File: config.mk
export PLATFORM = sky130hd
export DESIGN_NAME = sdram_port_scheduler_flat
export DESIGN_NICKNAME = d
export VERILOG_FILES = /design/src/rtl/sdram_port_scheduler_if.sv /design/src/rtl/sdram_port_scheduler.sv /design/src/flat_wrapper.sv
export SDC_FILE = /design/constraint.sdc
export NUM_CORES = 1
export LEC_CHECK = 0
export CAP_MARGIN = 20
export CORE_MARGIN = 2
export CORE_UTILIZATION = 63
export CTS_BUF_LIST = sky130_fd_sc_hd__clkbuf_2
export DETAILED_ROUTE_END_ITERATION = 7
export PLACE_DENSITY_LB_ADDON = 0.1
export SLEW_MARGIN = 15
export SYNTH_ARGS = -nofsm -noshare
export SYNTH_HDL_FRONTEND = slang
export SYNTH_SLANG_ARGS = --single-unit
File: constraint.sdc
create_clock -name clk -period 7.4 [get_ports clk]
set_clock_uncertainty 0.1 [all_clocks]
set_input_delay 1.48 -clock clk [delete_from_list [all_inputs] [get_ports clk]]
set_output_delay 1.48 -clock clk [all_outputs]
set_load 0.05 [all_outputs]
File: src/rtl/sdram_port_scheduler_if.sv
`default_nettype none
// ============================================================================
// Module   : sdram_port_scheduler_if
// Purpose  : Burst-command handshake between port scheduler and SDRAM engine.
// Revision : 1.0
// ============================================================================
interface sdram_port_scheduler_if #(
  parameter int ADDR_W = 24,
  parameter int LEN_W  = 9
);
  logic              cmd_req;
  logic              cmd_wr;
  logic [1:0]        cmd_port;
  logic [ADDR_W-1:0] cmd_addr;
  logic [LEN_W-1:0]  cmd_len;
  logic              cmd_ack;
  logic              cmd_done;

  modport master (
    output cmd_req, cmd_wr, cmd_port, cmd_addr, cmd_len,
    input  cmd_ack, cmd_done
  );

  modport slave (
    input  cmd_req, cmd_wr, cmd_port, cmd_addr, cmd_len,
    output cmd_ack, cmd_done
  );
endinterface
`default_nettype wire

File: src/rtl/sdram_port_scheduler.sv
`default_nettype none
// ============================================================================
// Module   : sdram_port_scheduler
// Purpose  : Picks one of four FIFO ports per SDRAM burst and keeps frame pointers.
// Revision : 1.0
// ============================================================================
module sdram_port_scheduler #(
  parameter int unsigned FRAME_SIZE = 307200,
  parameter int unsigned FIFO_DEPTH = 512,
  parameter int unsigned WR_LEN     = 256,
  parameter int unsigned RD_LEN     = 128,
  parameter int          ADDR_W     = 24,
  parameter int          USE_W      = 10,
  parameter int          LEN_W      = 9
) (
  input  wire logic             clk,
  input  wire logic             rst,
  input  wire logic             i_init_done,
  input  wire logic [USE_W-1:0] i_wr1_use,
  input  wire logic [USE_W-1:0] i_wr2_use,
  input  wire logic [USE_W-1:0] i_rd1_use,
  input  wire logic [USE_W-1:0] i_rd2_use,
  input  wire logic [3:0]       i_load,
  sdram_port_scheduler_if.master cmd
);

  localparam logic [USE_W-1:0]  c_WR_THR   = USE_W'(WR_LEN);
  localparam logic [USE_W-1:0]  c_RD_THR   = USE_W'(FIFO_DEPTH - RD_LEN);
  localparam logic [USE_W-1:0]  c_RD_URG   = USE_W'(RD_LEN);
  localparam logic [ADDR_W-1:0] c_FRAME    = ADDR_W'(FRAME_SIZE);
  localparam logic [LEN_W-1:0]  c_WR_LEN   = LEN_W'(WR_LEN);
  localparam logic [LEN_W-1:0]  c_RD_LEN   = LEN_W'(RD_LEN);

  typedef enum logic [1:0] {
    S_IDLE  = 2'd0,
    S_ARB   = 2'd1,
    S_ISSUE = 2'd2,
    S_BUSY  = 2'd3
  } state_t;

  state_t            r_state;
  state_t            w_state_nxt;

  logic              r_req;
  logic              r_wr;
  logic [1:0]        r_port;
  logic [ADDR_W-1:0] r_addr;
  logic [LEN_W-1:0]  r_len;
  logic [1:0]        r_rr_next;
  logic              r_skip;
  logic [ADDR_W-1:0] r_ptr [4];

  logic [3:0]        w_elig;
  logic              w_urgent;
  logic              w_any;
  logic [1:0]        w_grant;
  logic [1:0]        w_idx;
  logic              w_take;
  logic              w_complete;
  logic              w_adv;
  logic [ADDR_W-1:0] w_ptr_sum;
  logic [ADDR_W-1:0] w_ptr_limit;
  logic [ADDR_W-1:0] w_ptr_wrap;

  // Odd ports (wr2, rd2) live in the second frame buffer.
  function automatic logic [ADDR_W-1:0] f_base(input logic [1:0] p);
    return p[0] ? c_FRAME : '0;
  endfunction

  assign w_elig[0] = (i_wr1_use >= c_WR_THR);
  assign w_elig[1] = (i_wr2_use >= c_WR_THR);
  assign w_elig[2] = (i_rd1_use <= c_RD_THR);
  assign w_elig[3] = (i_rd2_use <= c_RD_THR);
  assign w_urgent  = (i_rd2_use <  c_RD_URG);

  always_comb begin
    w_grant = r_rr_next;
    w_any   = 1'b0;
    w_idx   = '0;
    for (int k = 0; k < 4; k++) begin
      w_idx = r_rr_next + 2'(k);
      if (!w_any && w_elig[w_idx]) begin
        w_grant = w_idx;
        w_any   = 1'b1;
      end
    end
    // The VGA read FIFO running dry is visible on screen, so it pre-empts rotation.
    if (w_urgent) begin
      w_grant = 2'd3;
      w_any   = 1'b1;
    end
  end

  always_comb begin
    w_state_nxt = r_state;
    w_take      = 1'b0;
    w_complete  = 1'b0;
    case (r_state)
      S_IDLE: begin
        if (i_init_done) w_state_nxt = S_ARB;
      end
      S_ARB: begin
        if (!i_init_done) begin
          w_state_nxt = S_IDLE;
        end else if (w_any) begin
          w_state_nxt = S_ISSUE;
          w_take      = 1'b1;
        end
      end
      S_ISSUE: begin
        if (cmd.cmd_ack) begin
          if (cmd.cmd_done) begin
            w_complete  = 1'b1;
            w_state_nxt = i_init_done ? S_ARB : S_IDLE;
          end else begin
            w_state_nxt = S_BUSY;
          end
        end
      end
      S_BUSY: begin
        if (cmd.cmd_done) begin
          w_complete  = 1'b1;
          w_state_nxt = i_init_done ? S_ARB : S_IDLE;
        end
      end
      default: w_state_nxt = S_IDLE;
    endcase
  end

  always_ff @(posedge clk) begin
    if (rst) begin
      r_state   <= S_IDLE;
      r_req     <= 1'b0;
      r_wr      <= 1'b0;
      r_port    <= 2'd0;
      r_addr    <= '0;
      r_len     <= '0;
      r_rr_next <= 2'd0;
      r_skip    <= 1'b0;
    end else begin
      r_state <= w_state_nxt;
      if (w_take) begin
        r_req     <= 1'b1;
        r_wr      <= ~w_grant[1];
        r_port    <= w_grant;
        r_addr    <= r_ptr[w_grant];
        r_len     <= w_grant[1] ? c_RD_LEN : c_WR_LEN;
        r_rr_next <= w_grant + 2'd1;
        r_skip    <= i_load[w_grant];
      end else begin
        if (r_state == S_ISSUE && cmd.cmd_ack) r_req <= 1'b0;
        // A reload of the in-flight port means its completion must not move the pointer.
        if ((r_state == S_ISSUE || r_state == S_BUSY) && i_load[r_port]) r_skip <= 1'b1;
      end
    end
  end

  assign w_adv       = w_complete && !r_skip && !i_load[r_port];
  assign w_ptr_sum   = r_ptr[r_port] + {{(ADDR_W-LEN_W){1'b0}}, r_len};
  assign w_ptr_limit = f_base(r_port) + c_FRAME;
  assign w_ptr_wrap  = (w_ptr_sum >= w_ptr_limit) ? f_base(r_port) : w_ptr_sum;

  always_ff @(posedge clk) begin
    for (int p = 0; p < 4; p++) begin
      if (rst || i_load[p]) begin
        r_ptr[p] <= f_base(2'(p));
      end else if (w_adv && r_port == 2'(p)) begin
        r_ptr[p] <= w_ptr_wrap;
      end
    end
  end

  assign cmd.cmd_req  = r_req;
  assign cmd.cmd_wr   = r_wr;
  assign cmd.cmd_port = r_port;
  assign cmd.cmd_addr = r_addr;
  assign cmd.cmd_len  = r_len;

endmodule
`default_nettype wire

File: src/flat_wrapper.sv
// flat-port wrapper written by rule: the top's interface ports become plain ports
module sdram_port_scheduler_flat 
#(
  parameter int unsigned FRAME_SIZE = 307200,
  parameter int unsigned FIFO_DEPTH = 512,
  parameter int unsigned WR_LEN     = 256,
  parameter int unsigned RD_LEN     = 128,
  parameter int          ADDR_W     = 24,
  parameter int          USE_W      = 10,
  parameter int          LEN_W      = 9
)
  (clk, rst, i_init_done, i_wr1_use, i_wr2_use, i_rd1_use, i_rd2_use, i_load, cmd_cmd_req, cmd_cmd_wr, cmd_cmd_port, cmd_cmd_addr, cmd_cmd_len, cmd_cmd_ack, cmd_cmd_done);
  sdram_port_scheduler_if #(.ADDR_W(ADDR_W), .LEN_W(LEN_W)) cmd_i ();
  input  wire logic clk;
  input  wire logic rst;
  input  wire logic i_init_done;
  input  wire logic [USE_W-1:0] i_wr1_use;
  input  wire logic [USE_W-1:0] i_wr2_use;
  input  wire logic [USE_W-1:0] i_rd1_use;
  input  wire logic [USE_W-1:0] i_rd2_use;
  input  wire logic [3:0] i_load;
  output wire logic [$bits(cmd_i.cmd_req)-1:0] cmd_cmd_req;
  output wire logic [$bits(cmd_i.cmd_wr)-1:0] cmd_cmd_wr;
  output wire logic [$bits(cmd_i.cmd_port)-1:0] cmd_cmd_port;
  output wire logic [$bits(cmd_i.cmd_addr)-1:0] cmd_cmd_addr;
  output wire logic [$bits(cmd_i.cmd_len)-1:0] cmd_cmd_len;
  input wire logic [$bits(cmd_i.cmd_ack)-1:0] cmd_cmd_ack;
  input wire logic [$bits(cmd_i.cmd_done)-1:0] cmd_cmd_done;
  assign cmd_cmd_req = cmd_i.cmd_req;
  assign cmd_cmd_wr = cmd_i.cmd_wr;
  assign cmd_cmd_port = cmd_i.cmd_port;
  assign cmd_cmd_addr = cmd_i.cmd_addr;
  assign cmd_cmd_len = cmd_i.cmd_len;
  assign cmd_i.cmd_ack = cmd_cmd_ack;
  assign cmd_i.cmd_done = cmd_cmd_done;
  sdram_port_scheduler #(.FRAME_SIZE(FRAME_SIZE), .FIFO_DEPTH(FIFO_DEPTH), .WR_LEN(WR_LEN), .RD_LEN(RD_LEN), .ADDR_W(ADDR_W), .USE_W(USE_W), .LEN_W(LEN_W)) u_core (.clk(clk), .rst(rst), .i_init_done(i_init_done), .i_wr1_use(i_wr1_use), .i_wr2_use(i_wr2_use), .i_rd1_use(i_rd1_use), .i_rd2_use(i_rd2_use), .i_load(i_load), .cmd(cmd_i));
endmodule
# After elaboration in Yosys (flattened, before gate mapping)
# Memory sizes are Yosys's and may differ from the RTL's. A register that Yosys moved wholly into a read port is not among the register bits.
# Cells that the tools add are included.
[word_totals] ff_bits=18 latchBits=0 ram_bits=96 romBits=0 out_inout_bits=37 elab_cells=135 n_memories=1
[mem_list] name="u_core.r_ptr" words=4 width=24 read_ports=2 rd_ports_with_merged_regs=2 wr=4 line="sdram_port_scheduler.sv:51" rtl="logic [ADDR_W-1:0] r_ptr [4];"
[op_classes] add_sub_neg=6 n_mul=0 div_mod_pow=0 n_lt_le_gt_ge=12 eq_ne=10 shifts=0 n_mux=68 n_bitwise=5 n_reduce_logical=26
[op_table] op="$mux W24" count=5
[op_table] op="$mux W1" count=41
[op_table] op="$add A24 B19 Y24 const B" count=1
[op_table] op="$add A24 B9 Y24" count=1
[op_table] op="$ge A24 B24 Y1" count=1
[op_table] op="$mux W2" count=12
[op_table] op="$ge A10 B9 Y1 const B" count=2
[op_table] op="$le A10 B9 Y1 const B" count=2
[op_table] op="$mux W19" count=1
[op_table] op="$lt A2 B3 Y1 const B" count=6
[op_table] op="$bmux W1 S2" count=6
[op_table] op="$logic_and A1 B1 Y1" count=11
[op_table] op="$lt A10 B8 Y1 const B" count=1
[op_table] op="$mux W9" count=1
[op_table] op="$eq A2 B2 Y1 const B" count=4
[op_table] op="$pmux W2 S4" count=1
[op_table] op="$ne A2 B2 Y1 const B" count=3
[op_table] op="$logic_not A1 Y1" count=5
[op_table] op="$logic_or A1 B1 Y1" count=5
[op_table] op="$add A2 B1 Y2 const B" count=2
[op_table] op="$add A2 B2 Y2 const B" count=2
[op_table] op="$eq A2 B1 Y1 const B" count=2
[op_table] op="$logic_not A2 Y1" count=2
[op_table] op="$or A1 B1 Y1" count=4
[op_table] op="5 further kinds" count=6

# Depth between registers and ports, before layout
# Gate-level depths: netlist of run 1.
[depth] word_depth=19 depth_mapped=19

# Least setup slack after synthesis of run 1
# OpenSTA, ideal clock, no wires.
[synth_path] path_kind="flip-flop to flip-flop" startpoint="register (tool-made name)" endpoint="memory u_core.r_ptr[1][18], data pin" setup_ps=272 arrival_ps=3899 required_time_ps=7028 path_slack_ps=3130 path_stages_with_launch=18 path_buffers=2 cell_sequence="dfxtp_1 > buf_2 > buf_2 > mux4_2 > ha_1 > inv_1 > fa_1 > nor3_1 > nand2_1 > xor2_1 > inv_1 > ha_1 > o21a_1 > nand2_1 > a31oi_1 > a22o_1 > or2_1 > or4_1"
[synth_rtl] item="end: declaration" line="sdram_port_scheduler.sv:51"

==> reports/qor.csv, run 1 <==
stage;metric;value;unit
outcome;status;finished, final reports clean;
floorplan;dieArea;0.0123;sq mm
clock_tree;cts_max_level;4;
place;place_area;0.00793;sq mm
setup_path;critPathLaunchType;flop;
floorplan;io_pins;86;
routing;wl;20.3;mm
sta;fin_crit_sh;0.766;
sta;rsz0062_at_grt;no;
place;place_ws;1.56;ns
job;maxCapViolations;0;
sta;slew_headroom;0.307;
sta;setup_slack;1.73;ns
sta;slew_viol_final;0;
power;comb_power_share;0.187;
worst_hold_path;hold_start;u_core.cmd.cmd_addr[11]$_SDFFE_PP0P_;
cells_and_area;final_util;0.721;
yosys;synth_edf_count;96;
routing;antenna_left;0;
setup_path;critical_path_class;reg -> reg;
setup_path;r2r_end;u_core.r_ptr[1][18]$_SDFFCE_PN1P_;
power;vdd_drop_max;126;uV
clock_tree;ctsResizeCount;0;
yosys;syn_area_per_cell;10.1;sq um
global_routing;antenna_found_initial;0;
routing;avgRoutedWirePerCell;22.2;um
cells_and_area;drive_gt1_frac;0.107;
sta;worstMarginPinSlew;1.02;ns
setup_path;crit_arrival;6.03;ns
routing;drc;0;
routing;vias_per_cell;6.83;
global_routing;grt_max_degree;67;
sta;tns;0;ns
floorplan;start_util;0.638;
yosys;synth-seq-area-share;0.496;
sta;finalSetupViolCount;0;
clock_tree;numCtsBuffers;17;
setup_path;r2r_setup_slack;1.73;ns
worst_hold_path;worst_hold_path.num_cells;1;
yosys;syn_inst;712;
sta;fmax;176;MHz
global_routing;grt_pass1_vias;6172;
clock_tree;cts_max_path_buffers;2;
power;total_leakage_power;2.72;nW
cells_and_area;diodes;0;
clock_tree;cts_setup_buffers;0;
routing;drt_iter0_drc;791;
clock_tree;tritoncts;done;
power;switchingPower;0.484;mW
yosys;synth.distinct_cells;54;
sta;hold-worst-slack;0.388;ns
global_routing;grt_pass1_wl;32.4;mm
setup_path;cp-end-kind;flop;
clock_tree;clk_latency;0.72;ns
power;sequentialPowerShare;0.542;
clock_tree;cts.sinks;131;
power;p_per_area;190;mW/mm^2
power;power_frac_clock;0.271;
sta;finalCriticalPeriod;5.67;ns
clock_tree;clkTransAtPathRegs;0.18;ns
floorplan;rows;39;
cells_and_area;area_growth_syn_to_layout;13.0;%
worst_hold_path;hp-class;reg -> reg;
power;p_sw_frac;0.311;
yosys;synth_warnings;0;
power;power.internal;1.07;mW
worst_hold_path;min_to;u_core.cmd.cmd_addr[11]$_SDFFE_PP0P_;
yosys;ys.flop_type;edfxtp_1;
yosys;netlist_area;0.00723;sq mm
setup_path;required;7.76;ns
sta;hold_violations;0;
clock_tree;cts_hold_buf;0;
cells_and_area;fin_nets;818;
global_routing;grt_overflow;0;
setup_path;r2r_cells;14;
yosys;ys_ff_latch;131;
floorplan;core;0.0113;sq mm
yosys;async_reset_ff_frac;0;
floorplan;fp.dieW;111;um
place;io_buffers;62;
routing;firstDrtPassIters;6;
global_routing;grt_usage;0.339;
place;hpwlAfterDp;12.5;mm
cells_and_area;postLayoutCellArea;0.00817;sq mm
floorplan;die_h;111;um
routing;num_vias;6254;
place;gp_congestion;0.950;
setup_path;worstPathMaxFanout;66;
clock_tree;cts_root_buf;clkbuf_2;
## state kept, by name (all words and copies together) (netlist names), named ones only
signal / flops
u_core.cmd.cmd_wr: 1
u_core.cmd.cmd_req: 1
u_core.cmd.cmd_addr: 24
u_core.r_skip: 1
u_core.r_state: 2
u_core.cmd.cmd_len: 1
u_core.r_ptr: 96
u_core.r_rr_next: 2
u_core.cmd.cmd_port: 1
## cells in the mapped netlist, types with 5 or more instances
library cell,count,share of area
o21ai_0,31,0.021
or4_1,11,0.011
a32o_1,24,0.033
mux4_2,25,0.078
dfxtp_1,35,0.097
buf_4,9,0.0093
a21oi_1,15,0.010
inv_1,13,0.0068
or3_1,10,0.0087
nor2_1,18,0.0093
nor3_1,16,0.011
edfxtp_1,96,0.40
xnor2_1,6,0.0073
nand2_1,126,0.065
nand3_1,79,0.055
xor2_1,5,0.0061
buf_2,12,0.0083
nor4_1,62,0.054
clkbuf_1,42,0.022
ha_1,8,0.014
buf_1,5,0.0026
## power by group through the flow
stage	clock network (mW)	logic (mW)	registers [mW]
after global routing	0.453	0.311	0.846
after global placement	0	0.274	0.854
after detailed placement	0	0.283	0.858
after CTS	0.424	0.284	0.842
after floorplan	0	0.182	0.866
final	0.422	0.291	0.843
## cell usage in the layout (no fill, tap or decap), types with 4 or more instances in the layout
cell type	instances
clkbuf_2	21
nor3_1	15
xor2_1	5
a21oi_1	15
xnor2_1	6
nor2_1	18
mux4_2	25
clkinv_2	4
nor4_1	62
a21o_1	4
inv_1	13
buf_4	15
conb_1	23
clkdlybuf4s50_1	62
or3_1	10
ha_1	8
o21ai_0	31
nand3_1	79
a311o_2	4
nand2_1	126
a32o_1	24
dfxtp_1	35
edfxtp_1	96
or4_1	11
## cells by family after synthesis
group	share of synthesized area
mux	0.0793
xor+xnor	0.0133
other cells	0.000519
flops	0.496
compound gates	0.102
simple gates	0.238
buf+inv	0.0540
fa+ha+maj	0.0166
## layer usage
metal,vias up,global-route usage,share of wire
li1,2803,-,-
met2,453,0.564,0.50
met1,2926,0.423,0.36
met4,0,0.163,0.031
met5,-,0,0
met3,72,0.0787,0.11
## cell type report
cell class	instances	area, sq um
Multi-Input combinational cell	518	3390
Sequential cell	131	3580
Timing Repair Buffer	78	748
Fill cell	832	3150
Inverter	14	52.6
Tap cell	143	179
Clock buffer	21	105
Clock inverter	11	113
## per-stage QoR
step,std cells,total power [mW]
6_report,916,1.56
2_1_floorplan,734,1.05
3_5_place_dp,883,1.14
3_3_place_gp,883,1.13
5_1_grt,916,1.61
4_1_cts,915,1.55
## worst max path at each step
stage                     start                                 to  slack [ns]  cells past startpoint
final                      flop  u_core.r_ptr[1][18]$_SDFFCE_PN1P_        1.73                     14
after global routing       flop  u_core.r_ptr[0][13]$_SDFFCE_PN0P_        1.39                     14
after CTS                  flop  u_core.r_ptr[1][18]$_SDFFCE_PN1P_        1.54                     14
after detailed placement   flop  u_core.r_ptr[1][18]$_SDFFCE_PN1P_        1.56                     14
after global placement     flop  u_core.r_ptr[1][18]$_SDFFCE_PN1P_        1.75                     14
after floorplan            flop  u_core.r_ptr[1][18]$_SDFFCE_PN1P_        3.13                     17
## worst max-delay path: stages, from the launching register on
cell,delay (ns)
dfxtp_1,0.87
buf_4,0.38
mux4_2,0.57
ha_1,0.31
a21o_1,0.21
nand4_1,0.17
nor2_1,0.14
xor2_1,0.38
ha_1,0.33
a21o_1,0.19
a21oi_1,0.16
o31ai_1,0.12
a22o_4,0.49
or2_1,0.45
or4_1,0.55
Power figures use the tool's default switching activity.
==> run 2: changes to the inputs <==
Settings changed: CORE_UTILIZATION 63 to 58.
Clock period 7.4 ns to 5.7 ns, I/O delays scaled along.
==> run 2 against run 1 <==
Against the previous run: design area increased by 1.1%; clock-buffer cell count shrank 4; global-route usage shrank 2.7 points; combinational power increased by 31%; register-to-register slack got worse by 0.88 ns; clock power is 20% higher; maximum frequency grew 17%; die area grew 8.3%; critical path type unchanged; critical endpoint is now u_core.r_ptr[3][18]$_SDFFCE_PN1P_; largest cell class unchanged.
==> reports/qor.csv, run 2 (synthesized netlist as in run 1, its figures left out) <==
stage;metric;value;unit
power;power.total;1.98;mW
global_routing;grt_max_degree;56;
setup_path;path_cells;buf_4, mux4_2, inv_1, fa_1, nor3_1, nand2_1, xor2_1, inv_1, ha_1, o21a_1, nand2_1, a31oi_1, a22o_2, or2_1, or4_1;
clock_tree;clkTransAtPathRegs;0.20;ns
setup_path;crit_arrival;5.22;ns
cells_and_area;largest_reg_flops;96;
clock_tree;cts_setup_buffers;0;
sta;worstMarginPinSlew;0.957;ns
floorplan;rows;40;
floorplan;core;0.0121;sq mm
sta;hold-worst-slack;0.387;ns
clock_tree;cts_root_buf;clkbuf_2;
floorplan;start_util;0.599;
cells_and_area;area_growth_syn_to_layout;14.3;%
floorplan;fp.dieW;116;um
place;io_buffers;62;
setup_path;max_stage_delay;0.53;ns
cells_and_area;mostFrequentLayoutCells;126 x nand2_1, 96 x edfxtp_1, 79 x nand3_1;
cells_and_area;fin_nets;826;
floorplan;dieArea;0.0134;sq mm
power;p_per_area;240;mW/mm^2
place;gp_congestion;0.923;
worst_hold_path;hp-class;reg -> reg;
cells_and_area;top_register;u_core.r_ptr;
clock_tree;numCtsBuffers;17;
setup_path;r2r_cells;15;
floorplan;io_pins;86;
routing;wl;20.0;mm
sta;fin_crit_sh;0.850;
sta;finalCriticalPeriod;4.84;ns
cells_and_area;final_common_cell;nand2_1;
clock_tree;cts_max_path_buffers;2;
setup_path;required;6.07;ns
global_routing;grt_pass1_wl;31.2;mm
routing;vias_per_cell;6.59;
setup_path;cp_slowest_cell;or4_1;
sta;tns;0;ns
global_routing;grt_pass1_vias;5949;
clock_tree;cts_max_level;4;
setup_path;crit_family;simple AND/OR/NAND/NOR gates;
clock_tree;cts.sinks;131;
routing;drc;0;
clock_tree;ctsResizeCount;0;
sta;rsz0062_at_grt;no;
sta;slew_viol_final;0;
setup_path;critical_path_class;reg -> reg;
routing;num_vias;6259;
setup_path;cp-end-kind;flop;
global_routing;grt_overflow;0;
sta;fmax;206;MHz
clock_tree;tritoncts;done;
routing;firstDrtPassIters;6;
job;maxCapViolations;0;
outcome;status;finished, final reports clean;
floorplan;die_h;116;um
routing;antenna_left;0;
cells_and_area;n_fill_cell;968;
place;hpwlAfterDp;12.5;mm
sta;finalSetupViolCount;0;
cells_and_area;drive_gt1_frac;0.111;
power;vdd_drop_max;175;uV
routing;avgRoutedWirePerCell;21.1;um
setup_path;critPathLaunchType;flop;
global_routing;antenna_found_initial;1;
setup_path;worstPathMaxFanout;19;
global_routing;grt_usage;0.312;
setup_path;cp.depth;15;
sta;hold_violations;0;
clock_tree;clk_latency;0.73;ns
power;total_leakage_power;2.74;nW
sta;slew_headroom;0.362;
clock_tree;cts_hold_buf;0;
worst_hold_path;worst_hold_path.num_cells;1;
setup_path;path_buf_inv;3;
routing;drt_iter0_drc;775;
-- run 2: final cells by class --
cell class,count,area (sq um),area share
flip-flops and latches,131,3580,0.434
multi-input cells,518,3370,0.409
repair buffers,86,833,0.101
well taps,168,210,0.0254
clock inverters,15,119,0.0144
clock buffers,17,85.1,0.0103
inverters,14,52.6,0.00636
diodes,1,2.50,0.000303
-- run 2: final timing paths --
kind                                                           start                                   end  slack (ns)
worst max-delay path                                            flop     u_core.r_ptr[3][18]$_SDFFCE_PN1P_        0.86
worst min-delay path            u_core.cmd.cmd_addr[10]$_SDFFE_PP0P_  u_core.cmd.cmd_addr[10]$_SDFFE_PP0P_        0.39
worst max register to register                                  flop     u_core.r_ptr[3][18]$_SDFFCE_PN1P_        0.86
worst min register to register  u_core.cmd.cmd_addr[10]$_SDFFE_PP0P_  u_core.cmd.cmd_addr[10]$_SDFFE_PP0P_        0.39
-- run 2: power by group --
| group | switching [mW] | leakage, nW | internal (mW) |
|---|---|---|---|
| combinational | 0.252 | 1.31 | 0.129 |
| clock | 0.357 | 0.120 | 0.151 |
| sequential | 0.0270 | 1.31 | 1.06 |
| total | 0.636 | 2.74 | 1.34 |
-- run 2: metal layers --
metal | GRT usage | wire, um
met3 | 0.0607 | 2050
met5 | 0 | 0
met4 | 0.142 | 597
met1 | 0.399 | 7390
met2 | 0.519 | 9990
-- run 2: metrics by stage --
step           cell area (sq um)   util  setup WS (ns)  instances
6_report                    8260  0.685          0.856        950
5_1_grt                     8260  0.685          0.636        950
4_1_cts                     8240  0.683          0.937        948
3_5_place_dp                8040  0.666          0.984        916
3_3_place_gp                8040  0.666           1.02        916
2_1_floorplan               7310      -           1.43        734
